File: config.mk
export PLATFORM = sky130hd
export DESIGN_NAME = key_led_runner
export DESIGN_NICKNAME = d
export VERILOG_FILES = /design/src/rtl/key_led_pkg.sv /design/src/rtl/key_debounce.sv /design/src/rtl/key_led_runner.sv
export SDC_FILE = /design/constraint.sdc
export NUM_CORES = 1
export LEC_CHECK = 0
export ABC_AREA = 1
export CORE_MARGIN = 5
export CORE_UTILIZATION = 55
export CTS_CLUSTER_DIAMETER = 50
export DETAILED_ROUTE_END_ITERATION = 12
export MAX_ROUTING_LAYER = met4
export PLACE_DENSITY = 0.77
export SYNTH_ARGS = -nofsm -noshare
export SYNTH_HDL_FRONTEND = slang
export SYNTH_SLANG_ARGS = --single-unit
File: constraint.sdc
create_clock -name clk -period 1.95 [get_ports clk]
set_input_delay 0.39 -clock clk [delete_from_list [all_inputs] [get_ports clk]]
set_output_delay 0.39 -clock clk [all_outputs]
set_load 0.02 [all_outputs]
File: src/rtl/key_led_pkg.sv
// Shared defaults, width helper and LED reset pattern for key_led_runner.
package key_led_pkg;

  localparam int KEY_W_DEF         = 2;
  localparam int LED_W_DEF         = 10;
  localparam int DEB_CYCLES_DEF    = 16;
  localparam int REPEAT_CYCLES_DEF = 64;

  localparam int LED_RST_PATTERN   = 1;

  // Width of a counter that must hold 0..n-1; never narrower than one bit.
  function automatic int cnt_width(input int n);
    return (n < 2) ? 1 : $clog2(n);
  endfunction

endpackage

File: src/rtl/key_debounce.sv
// One push-button: two-flop synchroniser, stability debouncer, press pulse.
// Auto-repeat while held is built only with KEY_LED_RUNNER_AUTO_REPEAT_EN.
module key_debounce
  import key_led_pkg::*;
#(
  parameter int DEB_CYCLES    = DEB_CYCLES_DEF,
  parameter int REPEAT_CYCLES = REPEAT_CYCLES_DEF
) (
  input  logic clk,
  input  logic rst_n,
  input  logic i_key_n,
  output logic o_clean,
  output logic o_press
);

  localparam int             DW       = cnt_width(DEB_CYCLES);
  localparam logic [DW-1:0]  DEB_LAST = DW'(DEB_CYCLES - 1);

  if (DEB_CYCLES < 2 || REPEAT_CYCLES < 2) begin : g_bad_param
    $error("key_debounce: DEB_CYCLES and REPEAT_CYCLES must be at least 2");
  end

  logic          r_s1;
  logic          r_s2;
  logic [DW-1:0] r_cnt;
  logic          r_clean;
  logic          r_press;

  logic w_pressed;
  logic w_differ;
  logic w_accept;
  logic w_clean_next;
  logic w_rise;
  logic w_rep;

  // Flops hold raw polarity so reset means "released"; invert on the way out.
  assign w_pressed    = ~r_s2;
  assign w_differ     = (w_pressed != r_clean);
  assign w_accept     = w_differ && (r_cnt == DEB_LAST);
  assign w_clean_next = w_accept ? w_pressed : r_clean;
  assign w_rise       = w_accept && w_pressed;

`ifdef KEY_LED_RUNNER_AUTO_REPEAT_EN
  localparam int            HW       = cnt_width(REPEAT_CYCLES);
  localparam logic [HW-1:0] REP_LAST = HW'(REPEAT_CYCLES - 1);

  logic [HW-1:0] r_hold;

  // No repeat on the edge the key is being released.
  assign w_rep = r_clean && w_clean_next && (r_hold == REP_LAST);

  always_ff @(posedge clk) begin
    if (!rst_n) begin
      r_hold <= '0;
    end else if (!w_clean_next || w_rise || w_rep) begin
      r_hold <= '0;
    end else begin
      r_hold <= r_hold + HW'(1);
    end
  end
`else
  assign w_rep = 1'b0;
`endif

  always_ff @(posedge clk) begin
    if (!rst_n) begin
      r_s1    <= 1'b1;
      r_s2    <= 1'b1;
      r_cnt   <= '0;
      r_clean <= 1'b0;
      r_press <= 1'b0;
    end else begin
      r_s1    <= i_key_n;
      r_s2    <= r_s1;
      r_cnt   <= (!w_differ || w_accept) ? '0 : r_cnt + DW'(1);
      r_clean <= w_clean_next;
      r_press <= w_rise | w_rep;
    end
  end

  assign o_clean = r_clean;
  assign o_press = r_press;

endmodule

File: src/rtl/key_led_runner.sv
// Debounced push-buttons driving a one-hot running light: key 0 left, key 1 right.
// Optional auto-repeat while held: define KEY_LED_RUNNER_AUTO_REPEAT_EN.
module key_led_runner
  import key_led_pkg::*;
#(
  parameter int KEY_W         = KEY_W_DEF,
  parameter int LED_W         = LED_W_DEF,
  parameter int DEB_CYCLES    = DEB_CYCLES_DEF,
  parameter int REPEAT_CYCLES = REPEAT_CYCLES_DEF
) (
  input  logic             clk,
  input  logic             rst_n,
  input  logic [KEY_W-1:0] key,
  output logic [KEY_W-1:0] key_clean,
  output logic [KEY_W-1:0] key_press,
  output logic [LED_W-1:0] led
);

  if (KEY_W < 2 || LED_W < 2) begin : g_bad_param
    $error("key_led_runner: KEY_W and LED_W must be at least 2");
  end

  for (genvar i = 0; i < KEY_W; i++) begin : g_key
    key_debounce #(
      .DEB_CYCLES    (DEB_CYCLES),
      .REPEAT_CYCLES (REPEAT_CYCLES)
    ) u_deb (
      .clk     (clk),
      .rst_n   (rst_n),
      .i_key_n (key[i]),
      .o_clean (key_clean[i]),
      .o_press (key_press[i])
    );
  end

  logic [LED_W-1:0] r_led;
  logic [LED_W-1:0] w_led_next;

  always_comb begin
    w_led_next = r_led;
    case (key_press[1:0])
      2'b11:   w_led_next = LED_W'(LED_RST_PATTERN);
      2'b01:   w_led_next = {r_led[LED_W-2:0], r_led[LED_W-1]};
      2'b10:   w_led_next = {r_led[0], r_led[LED_W-1:1]};
      default: w_led_next = r_led;
    endcase
  end

  always_ff @(posedge clk) begin
    if (!rst_n) begin
      r_led <= LED_W'(LED_RST_PATTERN);
    end else begin
      r_led <= w_led_next;
    end
  end

  assign led = r_led;

endmodule

==> results.md <==
- Outcome: complete, no violations
- Clk_skew: 0.00598 ns
- Synth unique cells: 18
- Placed cell area: 1330 um2
- Row Count: 16
- Fillers: 172
- Antenna Cells: 0
- Num CTS Buffers: 3
- Fin crit share: 0.921
- FF/Latch Area: 520 um2
- PwrDens: 675 nW/um2
- Worst hold slack: 0.427 ns
- Initial antenna violation count: 0
- Post-synthesis sequential element count: 26
- Initial Utilization: 0.594
- Pre-CTS WS: 0.427 ns
- Worst path depth: 1
- I/O Buffers: 17
- CP endpoint kind: output pin
- Synthesis Warnings: 0
- CTS tree: done
- Final Cell Area: 1380 um2
- ANT nets after route: 0
- Delay-heaviest family, CP: buffers and inverters
- Crit path largest cell delay: 0.64 ns
- Crit path cell chain: clkdlybuf4s50_1
- Clk buf depth: 2
- Min Tclk post-route: 1.80 ns
- Mapped Avg Cell Area: 7.87 um2
- Area delta synth->final: 15.9%
- GR Util All Layers: 0.152
- Clock latency on the worst-skew pair: 0.33 ns
- Die area: 3190 um2
- CP max stage cell: clkdlybuf4s50_1
- CTS H-tree lvls: 1
- Post-DP HPWL: 1560 um
- Setup CP Type: reg2out
- DRT Pass-1 Iters: 4
- GPL Wtd Cong: 0.806
- Final hold vios: 0
- CTS Hold Buffers Added: 0
- Post-synthesis sequential area ratio: 0.438
- Most common cell after layout, fill and taps aside: nand2_1
- Average wire per standard cell: 10.9 um
- Maximum VDD drop: 0.000619 V
- Layout cells sized above 1: 0.110
- CP Launch Type: flop
- Clk slew on worst S/H paths: 0.14 ns
- Top cells by area, synth: dfxtp_1, nand2_1, a21oi_2
- RSZ-0062 raised after global routing: no
- Number of buffers and inverters on the critical path: 1
- Post-CTS Setup Bufs: 0
- Netlist Area Pre-Place: 1190 um2
- Drt drc: 0
- Core Area: 2000 um2
- WL final: 2090 um
- Syn nets: 160
- Vias in the first global route: 848
- WP data required: 1.56 ns
- Final Power: 0.000930 W
- Max-slew violation count: 0
- Worst slew pin tran: 0.457 ns
- Pleak: 0.535 nW
- Clock Tree Root: clkbuf_4
- Area of the multi-input gates: 556 um2
- Total number of vias: 934
- CP max FO: 5
- HP Class: reg2reg
- Synth Instances: 151
- Worst Hold Depth: 1
- First-pass GRT wire length: 3720 um
- Most frequent cells in the layout: nand2_1, dfxtp_1, clkdlybuf4s50_1, inv_1
- GRT Residual Overflow: 0
- Largest net degree at the start of global routing: 18
- DRT iter0 DRCs: 17
- Vias per cell: 4.89
- FMAX: 557 MHz
- Chip Height: 56.5 um
- Die W: 56.5 um
- Post-layout nets: 174
- Post-CTS sizing: 0
- Setup_tns: 0 ns
- Post-synth top area share: 0.438
- Max_slew headroom: 0.695
- Final setup fails: 0
- Worst Slack Setup Final: 0.153 ns
- Post-synth top area cell: dfxtp_1
- Maximum capacitance violations: 0
- Worst path arrival time: 1.41 ns
- # clock sinks: 26
- Reg2reg path depth: 5
- Ports: 18
-- Yosys cell counts --
cell,number
a21oi_1,2
a21oi_2,10
buf_4,6
buf_6,2
dfxtp_1,26
ha_1,5
inv_1,11
inv_2,1
nand2_1,58
nand3_1,5
nand4_1,5
nand4_2,1
nor2_1,10
nor2_4,1
nor4_2,1
o21ai_1,1
or2_1,4
xnor2_1,2
-- where the power goes --
group,switching [W],leakage [nW],internal [W]
logic,0.0000132,0.297,0.00000947
clock network,0.000160,0.0279,0.000208
registers,0.00000273,0.211,0.000536
-- final timing paths --
check / startpoint / slack [ns] / endpoint
min: g_key[0].u_deb.r_s1 / 0.43 / g_key[0].u_deb.r_s2
max reg2reg: g_key[0].u_deb.o_press / 0.56 / led[2]
max: g_key[0].u_deb.o_clean / 0.15 / key_clean[0]
min reg2reg: g_key[0].u_deb.r_s1 / 0.43 / g_key[0].u_deb.r_s2
-- per-stage QoR --
stage	instances	utilization
after floorplan	151	-
after global routing	191	0.688
after detailed placement	187	0.662
after global placement	187	0.662
after CTS	191	0.688
final	191	0.688
-- registers in the layout (all words and copies together) (netlist names) --
signal / count
g_key.u_deb.r_s1: 2
led: 10
g_key.u_deb.o_press: 2
g_key.u_deb.r_cnt: 8
g_key.u_deb.r_s2: 2
g_key.u_deb.o_clean: 2
-- layout make-up --
| cell class | count | area share |
|---|---|---|
| Clock inverter | 1 | 0.0218 |
| Timing Repair Buffer | 17 | 0.124 |
| Inverter | 12 | 0.0327 |
| Clock buffer | 3 | 0.0163 |
| Tap cell | 27 | 0.0245 |
| Multi-Input combinational cell | 105 | 0.403 |
| Sequential cell | 26 | 0.378 |
-- per-layer routing --
metal	share of wire	GRT usage	vias to the layer above	wire length, um
li1	-	-	497	-
met1	0.49	0.190	413	1010
met2	0.45	0.233	19	936
met3	0.047	0.0344	5	99
met4	0.019	0.0712	0	39
met5	0	-	-	0
-- cell families (layout without fill, tap and decap cells) --
family	count (synthesis)	after routing	synth area share
flops	26	26	0.438
buf+inv	20	33	0.0947
simple gates	85	85	0.314
xor+xnor	2	2	0.0147
fa+ha+maj	5	5	0.0526
compound gates	13	13	0.0863
Note: power is estimated with default switching activity, not from simulation.
